<file path="config.mk">
export PLATFORM = sky130hd
export DESIGN_NAME = mfcc_vector_collector
export DESIGN_NICKNAME = d
export VERILOG_FILES = /design/src/rtl/mfcc_vector_collector_pkg.sv /design/src/rtl/mfcc_pingpong_bank.sv /design/src/rtl/mfcc_vector_collector.sv
export SDC_FILE = /design/constraint.sdc
export NUM_CORES = 2
export LEC_CHECK = 0
export BUFFER_PORTS_ARGS = -buffer_cell sky130_fd_sc_hd__buf_2
export CAP_MARGIN = 15
export CORE_MARGIN = 2
export CORE_UTILIZATION = 56
export DETAILED_ROUTE_END_ITERATION = 10
export PLACE_DENSITY = 0.75
export SYNTH_ARGS = -nofsm -noshare
export SYNTH_HDL_FRONTEND = slang
export SYNTH_SLANG_ARGS = --single-unit
</file>
<file path="constraint.sdc">
create_clock -name clk -period 3.59 [get_ports clk]
set_clock_uncertainty 0.2 [all_clocks]
set_input_delay 0.718 -clock clk [delete_from_list [all_inputs] [get_ports clk]]
set_output_delay 0.718 -clock clk [all_outputs]
set_load 0.01 [all_outputs]
</file>
<file path="src/rtl/mfcc_vector_collector_pkg.sv">
// Shared constants for the MFCC feature-vector collector.
// EPS is a small float32 floor kept here for downstream log/normalisation stages.
package mfcc_vector_collector_pkg;
    localparam int VEC_LEN = 26;
    localparam int GAP_MAX = 64;
    localparam int IDX_W   = 5;
    localparam int FLOAT_W = 32;
    localparam logic [FLOAT_W-1:0] EPS = 32'h25800000;
endpackage

</file>
<file path="src/rtl/mfcc_pingpong_bank.sv">
// Two-bank register store for feature vectors: one write port, one combinational
// read mux, and a full flag per bank. Only the flags are reset; data is not.
module mfcc_pingpong_bank
    import mfcc_vector_collector_pkg::*;
#(
    parameter int VEC_LEN = 26,
    parameter int IDX_W   = 5,
    parameter int DATA_W  = 32
) (
    input  logic              clk,
    input  logic              rst,
    input  logic              i_wr_en,
    input  logic              i_wr_bank,
    input  logic [IDX_W-1:0]  i_wr_idx,
    input  logic [DATA_W-1:0] i_wr_data,
    input  logic              i_set_full,
    input  logic              i_set_bank,
    input  logic              i_clr_full,
    input  logic              i_clr_bank,
    input  logic              i_rd_bank,
    input  logic [IDX_W-1:0]  i_rd_idx,
    output logic [1:0]        o_full,
    output logic [DATA_W-1:0] o_rd_data
);
    logic [DATA_W-1:0] r_mem [2][VEC_LEN];
    logic [1:0]        r_full;

    always_ff @(posedge clk) begin
        if (i_wr_en) begin
            r_mem[i_wr_bank][i_wr_idx] <= i_wr_data;
        end
    end

    // Set and clear always address different banks, so both may fire together.
    always_ff @(posedge clk) begin
        if (rst) begin
            r_full <= 2'b00;
        end else begin
            if (i_set_full) r_full[i_set_bank] <= 1'b1;
            if (i_clr_full) r_full[i_clr_bank] <= 1'b0;
        end
    end

    assign o_full    = r_full;
    assign o_rd_data = r_mem[i_rd_bank][i_rd_idx];
endmodule

</file>
<file path="src/rtl/mfcc_vector_collector.sv">
// Collects the unstallable float32 MFCC word stream into whole vectors in a
// ping-pong store and replays each as a valid/ready/last framed stream.
module mfcc_vector_collector
    import mfcc_vector_collector_pkg::*;
#(
    parameter int VEC_LEN = mfcc_vector_collector_pkg::VEC_LEN,
    parameter int GAP_MAX = mfcc_vector_collector_pkg::GAP_MAX,
    parameter int IDX_W   = mfcc_vector_collector_pkg::IDX_W
) (
    input  logic               clk,
    input  logic               rst,
    input  logic               tvalid_mfcc_vector_features,
    input  logic [FLOAT_W-1:0] mfcc_vector_features,
    output logic               m_tvalid,
    input  logic               m_tready,
    output logic [FLOAT_W-1:0] m_tdata,
    output logic               m_tlast,
    output logic [IDX_W-1:0]   m_index,
    output logic [15:0]        vec_count,
    output logic [7:0]         drop_count,
    output logic               overflow,
    output logic               sync_err
);
    localparam int GAP_W = $clog2(GAP_MAX + 1);
    localparam logic [IDX_W-1:0] LAST_IDX = IDX_W'(VEC_LEN - 1);
    localparam logic [GAP_W-1:0] GAP_LAST = GAP_W'(GAP_MAX - 1);

    logic               r_wb, r_rb, r_drop;
    logic [IDX_W-1:0]   r_widx, r_ridx;
    logic [GAP_W-1:0]   r_gap;
    logic [15:0]        r_vec_count;
    logic [7:0]         r_drop_count;
    logic               r_overflow, r_sync_err;

    logic [1:0]         w_full;
    logic [FLOAT_W-1:0] w_rd_data;
    logic               w_word, w_drop_now, w_end, w_wr_en, w_commit, w_timeout;
    logic               w_valid, w_last, w_rd_fire, w_rd_done;

    // Drop decision is taken on word 0 from the registered flag, so a bank
    // being released this very cycle still counts as occupied.
    always_comb begin
        w_word     = tvalid_mfcc_vector_features;
        w_drop_now = r_drop || ((r_widx == '0) && w_full[r_wb]);
        w_end      = w_word && (r_widx == LAST_IDX);
        w_wr_en    = w_word && !w_drop_now;
        w_commit   = w_end && !w_drop_now;
        w_timeout  = !w_word && (r_widx != '0) && (r_gap == GAP_LAST);
        w_valid    = w_full[r_rb];
        w_last     = w_valid && (r_ridx == LAST_IDX);
        w_rd_fire  = w_valid && m_tready;
        w_rd_done  = w_rd_fire && w_last;
    end

    mfcc_pingpong_bank #(
        .VEC_LEN (VEC_LEN),
        .IDX_W   (IDX_W),
        .DATA_W  (FLOAT_W)
    ) u_bank (
        .clk        (clk),
        .rst        (rst),
        .i_wr_en    (w_wr_en),
        .i_wr_bank  (r_wb),
        .i_wr_idx   (r_widx),
        .i_wr_data  (mfcc_vector_features),
        .i_set_full (w_commit),
        .i_set_bank (r_wb),
        .i_clr_full (w_rd_done),
        .i_clr_bank (r_rb),
        .i_rd_bank  (r_rb),
        .i_rd_idx   (r_ridx),
        .o_full     (w_full),
        .o_rd_data  (w_rd_data)
    );

    always_ff @(posedge clk) begin
        if (rst) begin
            r_wb         <= 1'b0;
            r_widx       <= '0;
            r_gap        <= '0;
            r_drop       <= 1'b0;
            r_vec_count  <= '0;
            r_drop_count <= '0;
            r_overflow   <= 1'b0;
            r_sync_err   <= 1'b0;
        end else if (w_word) begin
            r_gap <= '0;
            if (w_end) begin
                r_widx <= '0;
                r_drop <= 1'b0;
                if (w_drop_now) begin
                    if (r_drop_count != 8'hFF) r_drop_count <= r_drop_count + 8'd1;
                    r_overflow <= 1'b1;
                end else begin
                    r_wb        <= ~r_wb;
                    r_vec_count <= r_vec_count + 16'd1;
                end
            end else begin
                r_widx <= r_widx + IDX_W'(1);
                r_drop <= w_drop_now;
            end
        end else if (w_timeout) begin
            // Partial vector is abandoned in place; the bank is never committed.
            r_widx     <= '0;
            r_drop     <= 1'b0;
            r_gap      <= '0;
            r_sync_err <= 1'b1;
        end else if (r_widx != '0) begin
            r_gap <= r_gap + GAP_W'(1);
        end else begin
            r_gap <= '0;
        end
    end

    always_ff @(posedge clk) begin
        if (rst) begin
            r_rb   <= 1'b0;
            r_ridx <= '0;
        end else if (w_rd_fire) begin
            if (w_last) begin
                r_rb   <= ~r_rb;
                r_ridx <= '0;
            end else begin
                r_ridx <= r_ridx + IDX_W'(1);
            end
        end
    end

    assign m_tvalid   = w_valid;
    assign m_tdata    = w_valid ? w_rd_data : '0;
    assign m_tlast    = w_last;
    assign m_index    = r_ridx;
    assign vec_count  = r_vec_count;
    assign drop_count = r_drop_count;
    assign overflow   = r_overflow;
    assign sync_err   = r_sync_err;
endmodule

</file>
# Word-level counts from Yosys, hierarchy flattened
# Memories as Yosys holds them, arrays and structs flattened. A register that Yosys moved wholly into a read port is not among the register bits.
# Cells that the tools add are included.
dict set report word_totals {
  memories 1
  elab_cells 90
  ramBits 1664
  reg_bits 48
}
# memory words word_bits rd rd_clocked_by_memory_dff write_ports line
set mem_list {}
lappend mem_list {u_bank.r_mem 2 832 1 1 1 mfcc_pingpong_bank.sv:25} ;# logic [DATA_W-1:0] r_mem [2][VEC_LEN];
dict set report op_classes {
  n_reduce_logical 24
  addsub 5
  magnitude_cmp 7
  eq_ne 4
  bitwise 10
  mux 28
}
# cell n
set op_table {}
lappend op_table {{832-bit 2-to-1 mux} 1}
lappend op_table {{32-bit binary-select mux with 5-bit select} 1}
lappend op_table {{32-bit demux with 5-bit select} 1}
lappend op_table {{32-bit 2-to-1 mux} 4}
lappend op_table {{5-bit 2-to-1 mux} 4}
lappend op_table {{16-bit by 1-bit adder with 16-bit output, second input constant} 1}
lappend op_table {{6-bit >= comparator, second input constant} 2}
lappend op_table {{1-bit logical AND} 12}
lappend op_table {{1-bit 2-to-1 mux} 12}
lappend op_table {{5-bit inverter with 6-bit output} 2}
lappend op_table {{5-bit by 1-bit adder with 5-bit output, second input constant} 2}
lappend op_table {{5-bit == test, second input constant} 2}
lappend op_table {{8-bit by 1-bit adder with 8-bit output, second input constant} 1}
lappend op_table {{8-bit inequality test, second input constant} 1}
lappend op_table {{7-bit by 1-bit adder with 7-bit output, second input constant} 1}
lappend op_table {{7-bit by 6-bit == test with 1-bit output, second input constant} 1}
lappend op_table {{6-bit by 1-bit less-than comparator with 1-bit output, second input constant} 1}
lappend op_table {{2-bit 2-to-1 mux} 3}
lappend op_table {{3-bit AND reduction} 2}
lappend op_table {{5-bit zero test} 1}
lappend op_table {{1-bit inverter} 5}
lappend op_table {{5-bit nonzero test} 1}
lappend op_table {{1-bit by 2-bit less-than comparator with 1-bit output, second input constant} 2}
lappend op_table {{2-bit AND reduction} 2}
lappend op_table {{other kinds (10)} 13}

# Depth between registers and ports, before layout
dict set report logic_depth {
  ltp_word 10
  depth_mapped 9
  mapped_depth_nobuf 7
}

# Modules after synthesis
# From an unflattened synthesis, not the netlist that was laid out.
dict set report hier_totals {
  cells_unflattened 3258
  area_unflattened_um2 66711.5
}
# module instances area_per_inst_um2 cells_per_inst seq_area_each_um2
set modules_own_cells {}
lappend modules_own_cells {mfcc_pingpong_bank 1 64215.3 2958 50008.0}
lappend modules_own_cells {mfcc_vector_collector 1 2496.1 300 920.9}

# Worst setup path after synthesis
# OpenSTA, ideal clock, no wires.
dict set report synth_path {
  kind {register to register}
  from {register r_widx[0]}
  to {memory u_bank.r_mem[0][544] (netlist name), enable pin}
  stages_incl_launch_ff 7
  arrival_time_ns 2.950
  synth_period_minus_slack_ns 3.571
  path_slack_ns 0.019
  setup_time_ns 0.421
  required_ns 2.969
  cell_sequence {dfxtp_1 -> inv_1 -> ha_1 -> nor4b_4 -> a2111oi_2 -> nand2_1 -> nor2_1}
}
dict set report synth_via {
  elab_chain_cells 7
  word_cells_on_any_way 13
}
# item line
set synth_rtl {}
lappend synth_rtl {{from (decl)} mfcc_vector_collector.sv:29} ;# logic [IDX_W-1:0] r_widx, r_ridx;
lappend synth_rtl {{from (signal assigned)} mfcc_vector_collector.sv:99} ;# r_widx <= r_widx + IDX_W'(1);
lappend synth_rtl {{parallel branches: the longest is 6 deep, another holds 6-bit >= comparator} --}
lappend synth_rtl {{832-bit 2-to-1 mux (implied by the code) *} mfcc_pingpong_bank.sv:30} ;# r_mem[i_wr_bank][i_wr_idx] <= i_wr_data;
lappend synth_rtl {{to (decl)} mfcc_pingpong_bank.sv:25}
# Every way passes the cells marked *.

==> summary.md <==
• **result of the run** finished, violations left
• **failing checks** negative setup slack
• **count of cells along the worst hold path** 4
• **end of the worst register-to-register path** u_bank.r_mem[0][198]$_DFFE_PP_
• **count of endpoints failing hold in the final timing report** 0
• **pin count of the biggest net entering global routing** 68
• **primary flip-flop cell chosen by synthesis mapping** sky130_fd_sc_hd__edfxtp_1
• **leakage power summed over all cells** 23.7 nW
• **Finished Cell Area** 0.0778 mm2
• **net switching power of the design** 0.00758 W
• **clock slew at reported path FFs** 0.06 ns
• **number of H-tree levels** 4
• **cell count after synthesis** 3328
• **effective utilization at floorplan** 0.562
• **relative max-transition margin** 0.286
• **wire length of the first global-routing pass** 235000 um
• **count of unique library cells instantiated by Yosys** 63
• **horizontal die dimension** 347 um
• **1st-iter DRT viols** 4357
• **Final Non-Filler Cells** 5379
• **Period minus WS final** 4.18 ns
• **vias after detailed routing** 35300
• **Detail Placement HPWL** 89400 um
• **TritonCTS clock tree** yes
• **net switching share of the total power** 0.195
• **Clock power frac** 0.420
• **Worst Hold Launch** tvalid_mfcc_vector_features
• **initial antenna violation count** 9
• **number of placement rows** 126
• **kind of capture point of the worst setup path** primary output
• **share of total power in sequential cells** 0.566
• **number of flops mapped to enable cells by yosys** 1664
• **Internal** 0.0313 W
• **post-synthesis sequential element count** 1713
• **routed wire length** 163000 um
• **Worst Hold End** sync_err$_SDFFE_PP0P_
• **number of global-route vias before repair** 34500
• **worst-margin pin slew** 1.07 ns
• **antenna viol nets, final** 0
• **I/O pin count** 101
• **Clock Sinks** 1713
• **worst min-delay path class** input pin to flop
• **critical path launch point type** flop
• **VDD IR max** 0.499 mV
• **area added between synthesis and finish** 17.8%
• **cell area after placement** 0.0703 mm2
• **power density cells** 499 mW/mm2
• **gr ovfl total** 0
• **placeable core region** 0.118 mm2
• **worst slack, placed** -0.0191 ns
• **drt first pass iters** 6
• **unrepaired setup endpoints after global routing** true
• **async set-or-reset flop fraction in the synthesized netlist** 0
• **kind of critical path** flop to primary output
• **final weighted congestion of routability-driven global placement** 0.811
• **TritonCTS Buffers** 161
• **count of input and output buffers** 100
• **CP Max Fanout** 11
• **worst path arrival time** 3.26 ns
• **commonest cells after routing, fill and taps aside** sky130_fd_sc_hd__edfxtp_1, sky130_fd_sc_hd__mux2i_1, sky130_fd_sc_hd__mux4_2
• **number of violations of the max-capacitance limit** 0
• **flop-to-flop setup slack** 0.42 ns
• **number of cells in the design after placement** 5009
• **mapped cell area** 0.0661 mm2
• **detailed-route wire length per cell** 30.3 um
• **Syn. warnings** 0
• **cell count of the worst reg-to-reg path** 8
• **number of nets in the layout** 3763
• **number of buffers on the longest clock path** 3
• **startpoint of the lowest-slack register-to-register path** r_widx[0]$_SDFFE_PP0P_
• **ratio of final minimum period to clock period** 1.16
• **ratio of routed vias to standard cells** 6.56
• **fraction of final layout cells with drive strength greater than 1** 0.278
• **number of setup violations in the final report** 33
• **Final Slew Violations** 0
• **portion of total power attributed to combinational logic** 0.014
• **Post-CTS Hold Fix Bufs** 0
• **Seq/Total Area, Yosys** 0.771
• **maximum clock rate** 239 MHz
• **all-layer global routing usage** 0.266
• **cell at the root of the clock tree** sky130_fd_sc_hd__clkbuf_16
• **synthesized net count** 3373
• **Post-route DRC** 0
• **most common cell after layout, fill and taps aside** sky130_fd_sc_hd__edfxtp_1
• **critical path required time** 2.67 ns
• **overall die area** 0.121 mm2
• **clock latency on the worst-skew pair** 0.76 ns
• **synthesized area divided by synthesized cell count** 19.9 um2
• **worst setup slack after layout** -0.587 ns
• **aggregate negative setup slack** -11.27 ns
• **Chip Height** 347 um
==> sequential cells by signal, indices dropped and copies added, names as in the netlist, named ones only <==
signal         count
u_bank.r_mem    1664
vec_count         16
drop_count         8
r_gap              7
m_index            5
r_widx             5
u_bank.o_full      2
overflow           1
r_drop             1
r_rb               1
r_wb               1
sync_err           1
==> synth_stat cells, types with 4 or more instances <==
library cell,instances,share of area
sky130_fd_sc_hd__a211o_1,12,0.0016
sky130_fd_sc_hd__a211oi_1,33,0.0038
sky130_fd_sc_hd__a21oi_1,41,0.0031
sky130_fd_sc_hd__a221oi_1,52,0.0069
sky130_fd_sc_hd__a22oi_1,114,0.013
sky130_fd_sc_hd__a31oi_1,31,0.0029
sky130_fd_sc_hd__a32oi_1,13,0.0017
sky130_fd_sc_hd__and2_1,5,0.00047
sky130_fd_sc_hd__and3_1,6,0.00057
sky130_fd_sc_hd__and4_1,21,0.0028
sky130_fd_sc_hd__buf_2,43,0.0033
sky130_fd_sc_hd__buf_4,33,0.0038
sky130_fd_sc_hd__buf_6,31,0.0053
sky130_fd_sc_hd__clkbuf_1,73,0.0041
sky130_fd_sc_hd__dfxtp_1,49,0.015
sky130_fd_sc_hd__edfxtp_1,1664,0.76
sky130_fd_sc_hd__ha_1,9,0.0017
sky130_fd_sc_hd__inv_1,8,0.00045
sky130_fd_sc_hd__mux2i_1,419,0.063
sky130_fd_sc_hd__mux4_2,208,0.071
sky130_fd_sc_hd__nand2_1,60,0.0034
sky130_fd_sc_hd__nand2b_1,4,0.00038
sky130_fd_sc_hd__nand3_1,44,0.0033
sky130_fd_sc_hd__nand3b_1,4,0.00045
sky130_fd_sc_hd__nand4_1,10,0.00095
sky130_fd_sc_hd__nor2_1,115,0.0065
sky130_fd_sc_hd__nor2b_1,19,0.0018
sky130_fd_sc_hd__nor3_1,7,0.00053
sky130_fd_sc_hd__o21ai_0,44,0.0033
sky130_fd_sc_hd__o21ai_1,6,0.00045
sky130_fd_sc_hd__o22ai_1,65,0.0062
sky130_fd_sc_hd__o32a_1,12,0.0018
sky130_fd_sc_hd__or3_1,7,0.00066
sky130_fd_sc_hd__xnor2_1,17,0.0023
sky130_fd_sc_hd__xor2_1,9,0.0012
==> stage by stage <==
step	total power (W)	utilization	hold slack, ns
6_report	0.0389	0.662	0.161
4_1_cts	0.0390	0.654	0.116
3_3_place_gp	0.0229	0.597	0.224
2_1_floorplan	0.0225	-	0.213
3_5_place_dp	0.0229	0.597	0.265
5_1_grt	0.0398	0.662	0.170
==> how the worst max path moves through the flow <==
stage	start	to	slack, ns	depth (start not counted)
after floorplan	r_widx[0]$_SDFFE_PP0P_	u_bank.r_mem[0][544]$_DFFE_PP_	0.02	6
after global placement	flop	m_tdata[30]	0.04	7
after detailed placement	flop	m_tdata[30]	-0.02	7
after CTS	flop	m_tdata[30]	-0.41	8
after global routing	flop	m_tdata[2]	-0.67	8
final	flop	m_tdata[2]	-0.59	8
==> cell type report <==
cell class	instances	area, um2
Sequential cell	1713	51000
Multi-Input combinational cell	1421	15500
Timing Repair Buffer	412	4420
Antenna cell	3	7.51
Tap cell	1536	1920
Fill cell	7226	39800
Inverter	9	33.8
Clock buffer	201	4250
Clock inverter	84	758
==> power by group through the flow <==
stage / combinational, W / clock, W / sequential [W]
floorplan: 0.000113 / 0 / 0.0224
global placement: 0.000485 / 0 / 0.0224
detailed placement: 0.000508 / 0 / 0.0224
CTS: 0.000539 / 0.0164 / 0.0220
global route: 0.000598 / 0.0172 / 0.0220
finish: 0.000557 / 0.0163 / 0.0220
==> cells by family (layout without fill, tap and decap cells) <==
family / count (synthesis) / after routing / share of synthesized area
multiplexers: 629 / 629 / 0.135
other: 0 / 3 / 0
AND/OR/NAND/NOR: 322 / 323 / 0.0248
buffers and inverters: 195 / 706 / 0.0178
XOR/XNOR: 26 / 26 / 0.00345
AO/OA/AOI/OAI: 434 / 434 / 0.0463
adder cells (fa/ha/maj): 9 / 9 / 0.00170
flip-flops: 1713 / 1713 / 0.771
==> timing repair <==
action | CTS | global route
pin swaps | 41 | 29
resized for setup | 189 | 101
buffers inserted | 34 | 33
cloned | 13 | 8
endpoints found under the setup margin | 33 | 33
==> critical path: stages (launching register included) <==
cell	delay (ns)
sky130_fd_sc_hd__dfxtp_4	0.36
sky130_fd_sc_hd__buf_4	0.12
sky130_fd_sc_hd__buf_12	0.14
sky130_fd_sc_hd__buf_4	0.14
sky130_fd_sc_hd__bufbuf_16	0.29
sky130_fd_sc_hd__mux4_2	0.49
sky130_fd_sc_hd__o21ai_0	0.51
sky130_fd_sc_hd__a31oi_4	0.25
sky130_fd_sc_hd__buf_6	0.18
==> metal layers <==
layer  global-route usage  share of wire  up-vias  wire [um]
li1                     -              -    14600          -
met1                0.371           0.39    18300      62900
met2                0.433           0.49     2093      80300
met3               0.0501          0.095      283      15500
met4               0.0794          0.027        6       4330
met5                    0        0.00029        -         48
No activity file was read; power rests on OpenSTA's default activity.
